## src/rtl/conv_pkg.sv

```systemverilog
// Shared definitions for the convolution front end: default window geometry,
// the row-stride helper and the window buffer state type.
package conv_pkg;

    localparam int CONV_CHANNELS = 5;
    localparam int CONV_DEPTH    = 8;
    localparam int CONV_WIDTH    = 16;

    // Flat window layout: element (row, channel) lives at row*ROW_STRIDE + channel.
    localparam int ROW_STRIDE = CONV_CHANNELS;

    typedef enum logic [1:0] {
        S_COLLECT = 2'd0,
        S_LAUNCH  = 2'd1,
        S_WAIT    = 2'd2
    } conv_state_e;

    function automatic int winIndex(input int row, input int channel, input int stride);
        return row * stride + channel;
    endfunction

endpackage

```

## src/rtl/conv_window_buffer.sv

```systemverilog
// Sliding DEPTHxCHANNELS sample window feeding the convolution stage; freezes while a
// convolution runs. Optional drop counter is built when CONVWIN_DROP_CNT_EN is defined.
module conv_window_buffer
    import conv_pkg::*;
#(
    parameter int CHANNELS = CONV_CHANNELS,
    parameter int DEPTH    = CONV_DEPTH,
    parameter int WIDTH    = CONV_WIDTH,
    parameter int HOP      = 1
) (
    input  logic             i_clk,
    input  logic             i_rst_n,
    input  logic             i_valid,
    input  logic [WIDTH-1:0] i_sample [0:CHANNELS-1],
    output logic             o_ready,
    input  logic             i_flush,
    output logic [WIDTH-1:0] o_data [0:DEPTH*CHANNELS-1],
    output logic             o_start,
    input  logic             i_conv_done,
    output logic [7:0]       o_drop_cnt
);

    localparam int CW    = $clog2(DEPTH + 1);
    localparam int ELEMS = DEPTH * CHANNELS;
    localparam logic [CW-1:0] DEPTH_C = CW'(DEPTH);
    localparam logic [CW-1:0] HOP_C   = CW'(HOP);

    conv_state_e state_q, state_d;

    logic [WIDTH-1:0] window_q [0:ELEMS-1];
    logic [WIDTH-1:0] window_d [0:ELEMS-1];
    logic [CW-1:0]    fill_q, fill_d;
    logic [CW-1:0]    hop_q, hop_d;
    logic             flushPend_q, flushPend_d;

    logic             accept;
    logic             launch;
    logic             releaseFlush;
    logic [CW-1:0]    fillInc;
    logic [CW-1:0]    hopInc;

    always_ff @(posedge i_clk) begin
        if (i_rst_n) begin
            state_q <= S_COLLECT;
        end else begin
            state_q <= state_d;
        end
    end

    always_comb begin
        state_d = state_q;
        case (state_q)
            S_COLLECT: if (launch)      state_d = S_LAUNCH;
            S_LAUNCH:                   state_d = S_WAIT;
            S_WAIT:    if (i_conv_done) state_d = S_COLLECT;
            default:                    state_d = S_COLLECT;
        endcase
    end

    always_comb begin
        o_ready = (state_q == S_COLLECT);
        o_start = (state_q == S_LAUNCH);
    end

    // Both counters saturate at DEPTH; hop never needs more since HOP <= DEPTH.
    always_comb begin
        fillInc      = (fill_q == DEPTH_C) ? fill_q : fill_q + CW'(1);
        hopInc       = (hop_q  == DEPTH_C) ? hop_q  : hop_q  + CW'(1);
        accept       = i_valid && o_ready && !i_flush;
        launch       = accept && (fillInc == DEPTH_C) && (hopInc >= HOP_C);
        releaseFlush = (state_q == S_WAIT) && i_conv_done && (flushPend_q || i_flush);
    end

    always_comb begin
        window_d    = window_q;
        fill_d      = fill_q;
        hop_d       = hop_q;
        flushPend_d = flushPend_q;

        if ((state_q == S_COLLECT) && i_flush) begin
            for (int i = 0; i < ELEMS; i++) begin
                window_d[i] = '0;
            end
            fill_d = '0;
            hop_d  = '0;
        end else if (accept) begin
            for (int r = 0; r < DEPTH - 1; r++) begin
                for (int c = 0; c < CHANNELS; c++) begin
                    window_d[winIndex(r, c, CHANNELS)] = window_q[winIndex(r + 1, c, CHANNELS)];
                end
            end
            for (int c = 0; c < CHANNELS; c++) begin
                window_d[winIndex(DEPTH - 1, c, CHANNELS)] = i_sample[c];
            end
            fill_d = fillInc;
            hop_d  = launch ? '0 : hopInc;
        end

        if ((state_q != S_COLLECT) && i_flush) begin
            flushPend_d = 1'b1;
        end

        // A deferred flush lands only once the running convolution has released the window.
        if (releaseFlush) begin
            for (int i = 0; i < ELEMS; i++) begin
                window_d[i] = '0;
            end
            fill_d      = '0;
            hop_d       = '0;
            flushPend_d = 1'b0;
        end
    end

    always_ff @(posedge i_clk) begin
        if (i_rst_n) begin
            for (int i = 0; i < ELEMS; i++) begin
                window_q[i] <= '0;
            end
            fill_q      <= '0;
            hop_q       <= '0;
            flushPend_q <= 1'b0;
        end else begin
            for (int i = 0; i < ELEMS; i++) begin
                window_q[i] <= window_d[i];
            end
            fill_q      <= fill_d;
            hop_q       <= hop_d;
            flushPend_q <= flushPend_d;
        end
    end

    assign o_data = window_q;

`ifdef CONVWIN_DROP_CNT_EN
    logic [7:0] dropCnt_q, dropCnt_d;

    always_comb begin
        dropCnt_d = dropCnt_q;
        if (i_valid && !o_ready && !i_flush && (dropCnt_q != 8'hFF)) begin
            dropCnt_d = dropCnt_q + 8'd1;
        end
    end

    always_ff @(posedge i_clk) begin
        if (i_rst_n) begin
            dropCnt_q <= '0;
        end else begin
            dropCnt_q <= dropCnt_d;
        end
    end

    assign o_drop_cnt = dropCnt_q;
`else
    assign o_drop_cnt = 8'd0;
`endif

endmodule

```

## config.mk

```make
export PLATFORM = sky130hd
export DESIGN_NAME = conv_window_buffer
export DESIGN_NICKNAME = d
export VERILOG_FILES = /design/src/rtl/conv_pkg.sv /design/src/rtl/conv_window_buffer.sv
export SDC_FILE = /design/constraint.sdc
export NUM_CORES = 1
export LEC_CHECK = 0
export ABC_AREA = 0
export BUFFER_PORTS_ARGS = -buffer_cell sky130_fd_sc_hd__buf_2
export CORE_AREA = 10 10 279 281
export CTS_CLUSTER_DIAMETER = 200
export DETAILED_ROUTE_END_ITERATION = 10
export DIE_AREA = 0 0 289 291
export GPL_TIMING_DRIVEN = 0
export SETUP_SLACK_MARGIN = 0.05
export SLEW_MARGIN = 10
export SYNTH_ARGS = -nofsm -noshare
export SYNTH_HDL_FRONTEND = slang
export SYNTH_SLANG_ARGS = --single-unit
export TNS_END_PERCENT = 10
```

## constraint.sdc

```tcl
create_clock -name i_clk -period 1.63 [get_ports i_clk]
set_clock_uncertainty 0.2 [all_clocks]
set_input_delay 0.0815 -clock i_clk [delete_from_list [all_inputs] [get_ports i_clk]]
set_output_delay 0.0815 -clock i_clk [all_outputs]
set_load 0.02 [all_outputs]
```

==> results.toml, run 1 <==
[outcome]
status = "finished, violations left"
violations = "setup timing"

[place]
port_buffers = 726
gp_congestion = 0.872
hpwl_um = 80100
placed_area_mm2 = 0.0275
dp.cells = 4550

[worst_setup_path]
crit_required_ns = 1.96
crit_chain = "nor4b_4 -> buf_6 -> buf_6 -> buf_12 -> buf_12 -> nand2_1 -> a21oi_1"
startpoint_type = "flop"
cp_max_fo = 10
slowest_stage = "dfxtp_4"
cpPeakStageDelay_ns = 0.37
crit_type = "reg2reg"
worstPathArrival_ns = 2.17
rr_worst_depth = 7
end_kind = "flop"

[power]
ir_drop_mv = 0.862
p_leak_nw = 13.3
power.density_mw_per_mm2 = 1080
power_switching_mw = 8.39
pwr-share-seq_pct = 44.7
switching_share_pct = 23.4
p_int_mw = 27.4
pwr-share-comb_pct = 6.3
clock_power_share_pct = 49.0

[drt]
finalWirelength_um = 104000
drt-initial-drc-count = 1418
highest_layer = "met4"
drc_errors = 0
dr.pass1.iters = 6
met3_length_um = 7460
vias_per_cell = 4.73
wl_met2_um = 50500
wire_per_inst_um = 21.7
vias = 22654
final_antenna_net_count = 0
routedLengthMet1_um = 41700

[global_routing]
grt_pass1_wl_um = 146000
antenna_found_initial = 2
groute.usage.overall_pct = 23.1
grt_max_degree = 15
grt-ovfl-total = 0
grt_pass1_vias = 21118

[synth]
synth_cell_types = 34
yosysSeqAreaShare_pct = 57.8
synth_area_per_cell_um2 = 7.90
netlist_area_mm2 = 0.0226
yosys.area.top_type = "dfxtp_1"
syn_inst = 2858
synth.area.top_cells = "dfxtp_1 58%, nand2_1 21%, a21oi_1 14%"
ys_warn_count = 0
yosys.area.top_type_share_pct = 57.8
synth_seq_cells = 651

[clock_tree]
cts.sinks = 651
cts_made_buffers = 73
cts_tree = "yes"
cts_buffer_depth = 3
cts_root_buffer = "clkbuf_16"
htreeDepth = 3
clk_latency_ns = 0.61
clk_pin_slew_worst_paths_ns = 0.06

[final_layout]
drive_gt1_share_pct = 32.1
fin_nets = 3858
area_delta_synth_final_pct = 46.6
instances_no_fill = 4786
stdcell_area_mm2 = 0.0331
layout_common_cells = "1,268 x nand2_1, 737 x buf_2, 645 x dfxtp_1, 535 x a21oi_1, 110 x a21oi_2"
final_common_cell = "nand2_1"

[min_path]
whs_path_depth = 7
hold_class = "in2reg"

[sta]
max_freq_ghz = 0.545
hold_viol_final = 0
fin_ws_ns = -0.205
setup_viol = 658
period_needed_ns = 1.83
post-route-period-util_pct = 113
maxSlewViolCount = 0
rsz0062_at_grt = "true"

[floorplan]
coreArea_mm2 = 0.0723
std_cell_rows = 99
start_util_pct = 31.2
ios = 735
dieArea_mm2 = 0.0841
die_y_um = 291
die_w_um = 289

[run]
maxCapViolations = 0
[cell usage after synthesis]
master and number:
nor2_2 1, nor2b_1 3, nand2_1 1284, o32ai_1 1
mux2i_1 1, a211oi_1 2, nor4b_1 1, a31oi_1 1
nor3b_1 1, or3_1 2, xnor2_1 2, ha_1 4
conb_1 1, and4_1 1, nand3b_1 3, o31a_1 1
dfxtp_1 651, o21ai_0 4, inv_1 6, buf_2 193
o31ai_2 1, a311oi_1 1, buf_4 8, xor2_1 1
nor3_1 2, a21oi_1 645, clkbuf_1 22, and3b_1 1
a21bo_2 1, o22ai_1 1, nor2_1 5, nand3_1 5
nor4_2 1, a31o_2 1
[cells by family after synthesis]
logic type | share of synthesized area (%)
AO/OA/AOI/OAI | 14.8
XOR/XNOR | 0.116
adder cells (fa/ha/maj) | 0.222
buffers and inverters | 5.01
flip-flops | 57.8
multiplexers | 0.0444
other | 0.0166
AND/OR/NAND/NOR | 22.1
[worst paths after layout]
path	from	to	slack (ns)
max reg2reg	state_q[0]	o_data[638]	-0.20
max	state_q[0]	o_data[638]	-0.20
min reg2reg	o_data[633]	o_data[633]	0.25
min	i_flush	o_data[582]	0.06
[power groups by stage]
stage,Clock [mW],Sequential (mW),Combinational [mW]
after floorplan,0,16.4,0.823
after global placement,0,16.4,1.55
after detailed placement,0,16.4,1.55
after CTS,17.8,16.0,2.03
after global routing,18.5,16.0,2.40
final,17.6,16.0,2.26
[per-layer routing]
layer	vias up	global-route usage (%)
li1	11043	-
met1	10634	28.0
met2	791	39.3
met3	186	4.94
met4	0	8.43
met5	-	0
[flip-flops by register name, indices dropped and copies added (netlist names)]
register,cells
o_data,640
flushPend_q,1
hop_q,4
fill_q,4
state_q,2
[through the flow]
stage | total power [mW] | util [%] | setup slack, ns | hold slack [ns] | setup TNS [ns]
after floorplan | 17.2 | - | -0.0410 | -0.0535 | -2.41
after global placement | 17.9 | 38.0 | -0.936 | 0.0752 | -513.51
after detailed placement | 17.9 | 38.0 | -0.965 | 0.0836 | -512.95
after CTS | 35.9 | 44.2 | -0.201 | -0.338 | -92.10
after global routing | 36.8 | 45.7 | -0.240 | 0.0460 | -116.59
final | 35.8 | 45.7 | -0.205 | 0.0559 | -90.04
[repair_timing]
| item | in CTS | in global routing |
|---|---|---|
| endpoints found under the hold margin | 91 | 3 |
| hold buffers | 84 | 2 |
| gates resized for setup | 286 | 315 |
| gates cloned | 3 | 4 |
| pin swaps | 2 | 6 |
| setup endpoints to repair | 690 | 695 |
| buffers inserted | 9 | 2 |
[area by class of cell]
| class | count | area, um^2 |
|---|---|---|
| antenna | 1 | 2.50 |
| buffer | 223 | 2460 |
| clock buffer | 109 | 2170 |
| clock inverter | 23 | 399 |
| fill | 7387 | 39200 |
| inverter | 6 | 22.5 |
| multi-input combinational | 1985 | 8970 |
| sequential | 651 | 13100 |
| tap | 959 | 1200 |
| timing repair buffer | 829 | 4810 |
[critical path, delay by kind of cell (launching register included)]
family | cells | cell delay (ns)
AOI/OAI and AO/OA | 1 | 0.13
and+or+nand+nor | 2 | 0.36
buffers and inverters | 4 | 0.69
DFF | 1 | 0.37
Power figures use the tool's default switching activity.
==> run 2, diff against run 1 <==
--- a/config.mk
+++ b/config.mk
@@ -7,11 +7,14 @@
 export LEC_CHECK = 0
 export ABC_AREA = 0
 export BUFFER_PORTS_ARGS = -buffer_cell sky130_fd_sc_hd__buf_2
-export CORE_AREA = 10 10 279 281
+export CELL_PAD_IN_SITES_DETAIL_PLACEMENT = 1
+export CELL_PAD_IN_SITES_GLOBAL_PLACEMENT = 1
+export CORE_MARGIN = 10
+export CORE_UTILIZATION = 32
 export CTS_CLUSTER_DIAMETER = 200
 export DETAILED_ROUTE_END_ITERATION = 10
-export DIE_AREA = 0 0 289 291
 export GPL_TIMING_DRIVEN = 0
+export PLACE_DENSITY_LB_ADDON = 0.25
 export SETUP_SLACK_MARGIN = 0.05
 export SLEW_MARGIN = 10
 export SYNTH_ARGS = -nofsm -noshare
==> results.toml, run 2 (synthesis gave the netlist of run 1 again) <==
[outcome]
status = "finished, violations left"
violations = "setup timing"

[global_routing]
grt_max_degree = 15
antenna_found_initial = 0
grt_pass1_vias = 23083
grt_pass1_wl_um = 154000
groute.usage.overall_pct = 24.8
grt-ovfl-total = 0

[worst_setup_path]
cp_num_buf_inv = 5
crit_required_ns = 1.97
cp_max_fo = 8
worstPathArrival_ns = 2.24
crit_type = "reg2reg"
startpoint_type = "flop"
cpPeakStageDelay_ns = 0.37
slowest_stage = "dfxtp_4"
crit_path_frequent_cell = "buf_12"
timing.critical_path.max_delay_family = "buffers and inverters"
end_kind = "flop"
crit_chain = "nor4b_4 -> buf_4 -> buf_12 -> buf_12 -> buf_12 -> clkbuf_16 -> nand2_1 -> a21oi_1"

[place]
pre_cts_slack_ns = -1.10
port_buffers = 726
hpwl_um = 82900
gp_congestion = 0.866

[final_layout]
largest_register_ffs = 640
nFillCells = 8484
multi_input_area_mm2 = 0.00908
final_common_cell = "nand2_1"
drive_gt1_share_pct = 32.4
register_area_mm2 = 0.0130
diodes = 0
layout_common_cells = "1,253 x nand2_1, 737 x buf_2, 647 x dfxtp_1, 535 x a21oi_1, 110 x a21oi_2"
fin_nets = 3867
area_delta_synth_final_pct = 47.0

[floorplan]
coreArea_mm2 = 0.0700
ios = 735
std_cell_rows = 97
die_y_um = 286
dieArea_mm2 = 0.0815
die_w_um = 286
start_util_pct = 32.2

[sta]
maxSlewViolCount = 0
max_freq_ghz = 0.525
period_needed_ns = 1.91
setup_viol = 663
fin_ws_ns = -0.275
post-route-period-util_pct = 117
final.setup.tns_ns = -113.86
rsz0062_at_grt = "true"
hold_viol_final = 0
holdWs_ns = 0.0441

[power]
total_power_mw = 34.9
p_leak_nw = 13.5
ir_drop_mv = 0.757
power.density_mw_per_mm2 = 1050

[clock_tree]
clk_pin_slew_worst_paths_ns = 0.06
cts.sinks = 651
cts_root_buffer = "clkbuf_16"
cts_made_buffers = 73
cts_buffer_depth = 3
htreeDepth = 3
clk_latency_ns = 0.61
cts_tree = "yes"

[drt]
dr.pass1.iters = 5
final_antenna_net_count = 0
vias_per_cell = 4.78
finalWirelength_um = 109000
drc_errors = 0
drt-initial-drc-count = 1144
vias = 22854
wire_per_inst_um = 22.8

[run]
maxCapViolations = 0

[min_path]
hold_class = "in2reg"
[run 2: per-stage QoR]
step | std cells | area, um^2 | util [%]
after floorplan | 2865 | 22700 | -
after global placement | 4531 | 27500 | 39.2
after detailed placement | 4531 | 27500 | 39.2
after CTS | 4763 | 31900 | 45.6
after global routing | 4778 | 33200 | 47.4
final | 4778 | 33200 | 47.4
[run 2: per-layer routing]
metal | up-vias | track usage [%] | share of wire, %
li1 | 11069 | - | -
met1 | 10925 | 28.6 | 40
met2 | 649 | 43.0 | 49
met3 | 211 | 6.19 | 6.3
met4 | 0 | 10.9 | 4.6
met5 | - | 0 | 0
[run 2: power breakdown]
group          leakage (nW)  internal [mW]  switching, mW
clock network          1.18           9.69           6.92
logic                  7.10          0.947           1.37
registers              5.25           16.0         0.0475
[run 2: layout make-up]
| cell class | count | area share, % |
|---|---|---|
| Buffer | 223 | 7.34 |
| Clock buffer | 107 | 6.35 |
| Clock inverter | 28 | 0.901 |
| Inverter | 6 | 0.0679 |
| Multi-Input combinational cell | 1985 | 27.4 |
| Sequential cell | 651 | 39.3 |
| Tap cell | 940 | 3.54 |
| Timing Repair Buffer | 838 | 15.1 |
[run 2: path summary, 6_finish.rpt]
check | startpoint | endpoint | slack [ns] | depth (start not counted)
max reg2reg | state_q[0] | o_data[210] | -0.28 | 8
min reg2reg | o_data[634] | o_data[634] | 0.25 | 2
min | i_conv_done | flushPend_q | 0.04 | 3
max | state_q[0] | o_data[210] | -0.28 | 8
[run 2: repair_timing]
| item | in CTS | in global routing |
|---|---|---|
| gates resized for setup | 344 | 250 |
| endpoints found under the hold margin | 91 | 0 |
| setup endpoints to repair | 679 | 692 |
| gates cloned | 5 | 12 |
| setup buffers | 6 | 3 |
| pin swaps | 6 | 29 |
| hold buffers | 86 | 0 |
[run 2: tightest hold or removal path: cells and delay by family]
kind	cells	cell delay [ns]
AOI/OAI and AO/OA	1	0.08
buffers and inverters	2	0.64
==> run 3, diff against run 2 <==
==> constraint.sdc (replaced) <==
create_clock -name i_clk -period 1.63 [get_ports i_clk]
set_clock_uncertainty 0.2 [all_clocks]
set_input_delay 0.0815 -clock i_clk [delete_from_list [all_inputs] [get_ports i_clk]]
set_output_delay 0.0815 -clock i_clk [all_outputs]
set_load 0.01 [all_outputs]
==> results.toml, run 3 (synthesis gave the netlist of run 1 again) <==
[global_routing]
use_met3_pct = 6.47
met1_usage_pct = 28.8
grt_max_degree = 13
grt-busiest-layer = "met2"
grt-ovfl-total = 0
grt_pass1_vias = 23266
grt_pass1_wl_um = 155000
antenna_found_initial = 0
met2_usage_pct = 42.9
groute.usage.overall_pct = 24.9

[power]
power.density_mw_per_mm2 = 1060
p_leak_nw = 13.2
ir_drop_mv = 0.726
total_power_mw = 34.5

[place]
port_buffers = 726
gp_congestion = 0.848
hpwl_um = 82900
pre_cts_slack_ns = -0.925

[floorplan]
die_w_um = 286
std_cell_rows = 97
die_y_um = 286
coreArea_mm2 = 0.0700
start_util_pct = 32.2
dieArea_mm2 = 0.0815
ios = 735

[worst_setup_path]
crit_required_ns = 1.97
crit_path_frequent_cell = "buf_12"
crit-reg2reg-launch = "state_q[0]"
slowest_stage = "dfxtp_4"
crit_chain = "nor4b_4 -> buf_4 -> buf_12 -> buf_12 -> buf_6 -> nand2_1 -> a21oi_1"
startpoint_type = "flop"
startpoint = "state_q[0]"
crit_type = "reg2reg"
cpPeakStageDelay_ns = 0.37
worstPathArrival_ns = 2.18
end_kind = "flop"
rrSetupSlack_ns = -0.21
cp_max_fo = 10

[outcome]
status = "finished, violations left"
violations = "setup timing"

[clock_tree]
htreeDepth = 3
cts_root_buffer = "clkbuf_16"
cts_buffer_depth = 3
cts_made_buffers = 74
cts.sinks = 651
clk_latency_ns = 0.61
cts_tree = "yes"
clk_pin_slew_worst_paths_ns = 0.06

[final_layout]
drive_gt1_share_pct = 30.0
layout_common_cells = "1,269 x nand2_1, 727 x buf_2, 647 x dfxtp_1, 599 x a21oi_1, 95 x buf_6"
register_area_mm2 = 0.0130
final_common_cell = "nand2_1"
diodes = 0
multi_input_area_mm2 = 0.00871
fin_nets = 3855
area_delta_synth_final_pct = 43.8
nFillCells = 8650
largest_register_ffs = 640
final_util_pct = 46.3

[sta]
post-route-period-util_pct = 113
rsz0062_at_grt = "true"
maxSlewViolCount = 0
max_freq_ghz = 0.543
period_needed_ns = 1.84
setup_viol = 652
hold_viol_final = 0
fin_ws_ns = -0.211

[run]
maxCapViolations = 0

[drt]
wire_per_inst_um = 22.6
drt-initial-drc-count = 983
dr.pass1.iters = 5
drc_errors = 0
vias = 22610
vias_per_cell = 4.75
final_antenna_net_count = 0
finalWirelength_um = 108000

[min_path]
hold_class = "in2reg"
min-delay-start = "i_sample[10]"
-- run 3: cell count changes in the layout (fill, tap and decap cells not counted), moves of 10 or more --
cell / delta
a21oi_2: -64
nand2_1: +16
a21oi_1: +64
nand2_4: -18
clkinv_2: -10
buf_2: -10
buf_6: +35
clkbuf_4: -12
buf_8: -10
-- run 3: layout make-up --
| cell class | instances | area share [%] |
|---|---|---|
| clock buffer | 116 | 6.85 |
| clock inverter | 12 | 0.416 |
| multi-input combinational | 1985 | 26.9 |
| tap | 940 | 3.62 |
| inverter | 6 | 0.0694 |
| buffer | 223 | 7.42 |
| sequential | 651 | 40.2 |
| timing repair buffer | 825 | 14.6 |
-- run 3: path summary, 6_finish.rpt --
path                               endpoint  cells past startpoint
worst max-delay path             o_data[59]                      7
worst min-delay path             o_data[10]                      4
worst max register to register   o_data[59]                      7
worst min register to register  o_data[591]                      2
-- run 3: critical path: cells and delay by family (launching register included) --
kind	cells	cell delay, ns
AOI/OAI and AO/OA	1	0.13
buffers and inverters	4	0.65
DFF	1	0.37
and+or+nand+nor	2	0.41
-- run 3: layer usage --
| metal | vias to the layer above | share of wire [%] |
|---|---|---|
| li1 | 11026 | - |
| met1 | 10758 | 40 |
| met2 | 643 | 49 |
| met3 | 183 | 6.6 |
| met4 | 0 | 4.3 |
| met5 | - | 0 |
-- run 3: report_power, final --
group / internal (mW) / switching (mW)
registers: 16.0 / 0.0497
clock network: 9.53 / 6.82
logic: 0.873 / 1.27
-- run 3: timing repair --
action                                  4_1_cts  5_1_grt
setup buffers                                 5        3
hold endpoints to repair                     91        0
hold buffers                                 84        0
pin swaps                                     6       10
gates cloned                                  4        3
endpoints found under the setup margin      674      680
resized for setup                           347      174
-- run 3: through the flow --
| stage | instance area [um^2] | cells | setup TNS [ns] | hold WS, ns |
|---|---|---|---|---|
| after CTS | 31800 | 4752 | -70.42 | 0.00818 |
| after global placement | 27500 | 4531 | -516.64 | 0.0733 |
| final | 32500 | 4758 | -71.14 | 0.0523 |
| after detailed placement | 27500 | 4531 | -530.81 | 0.0789 |
| after floorplan | 22700 | 2865 | -1.20 | -0.0535 |
| after global routing | 32500 | 4758 | -109.31 | 0.0477 |
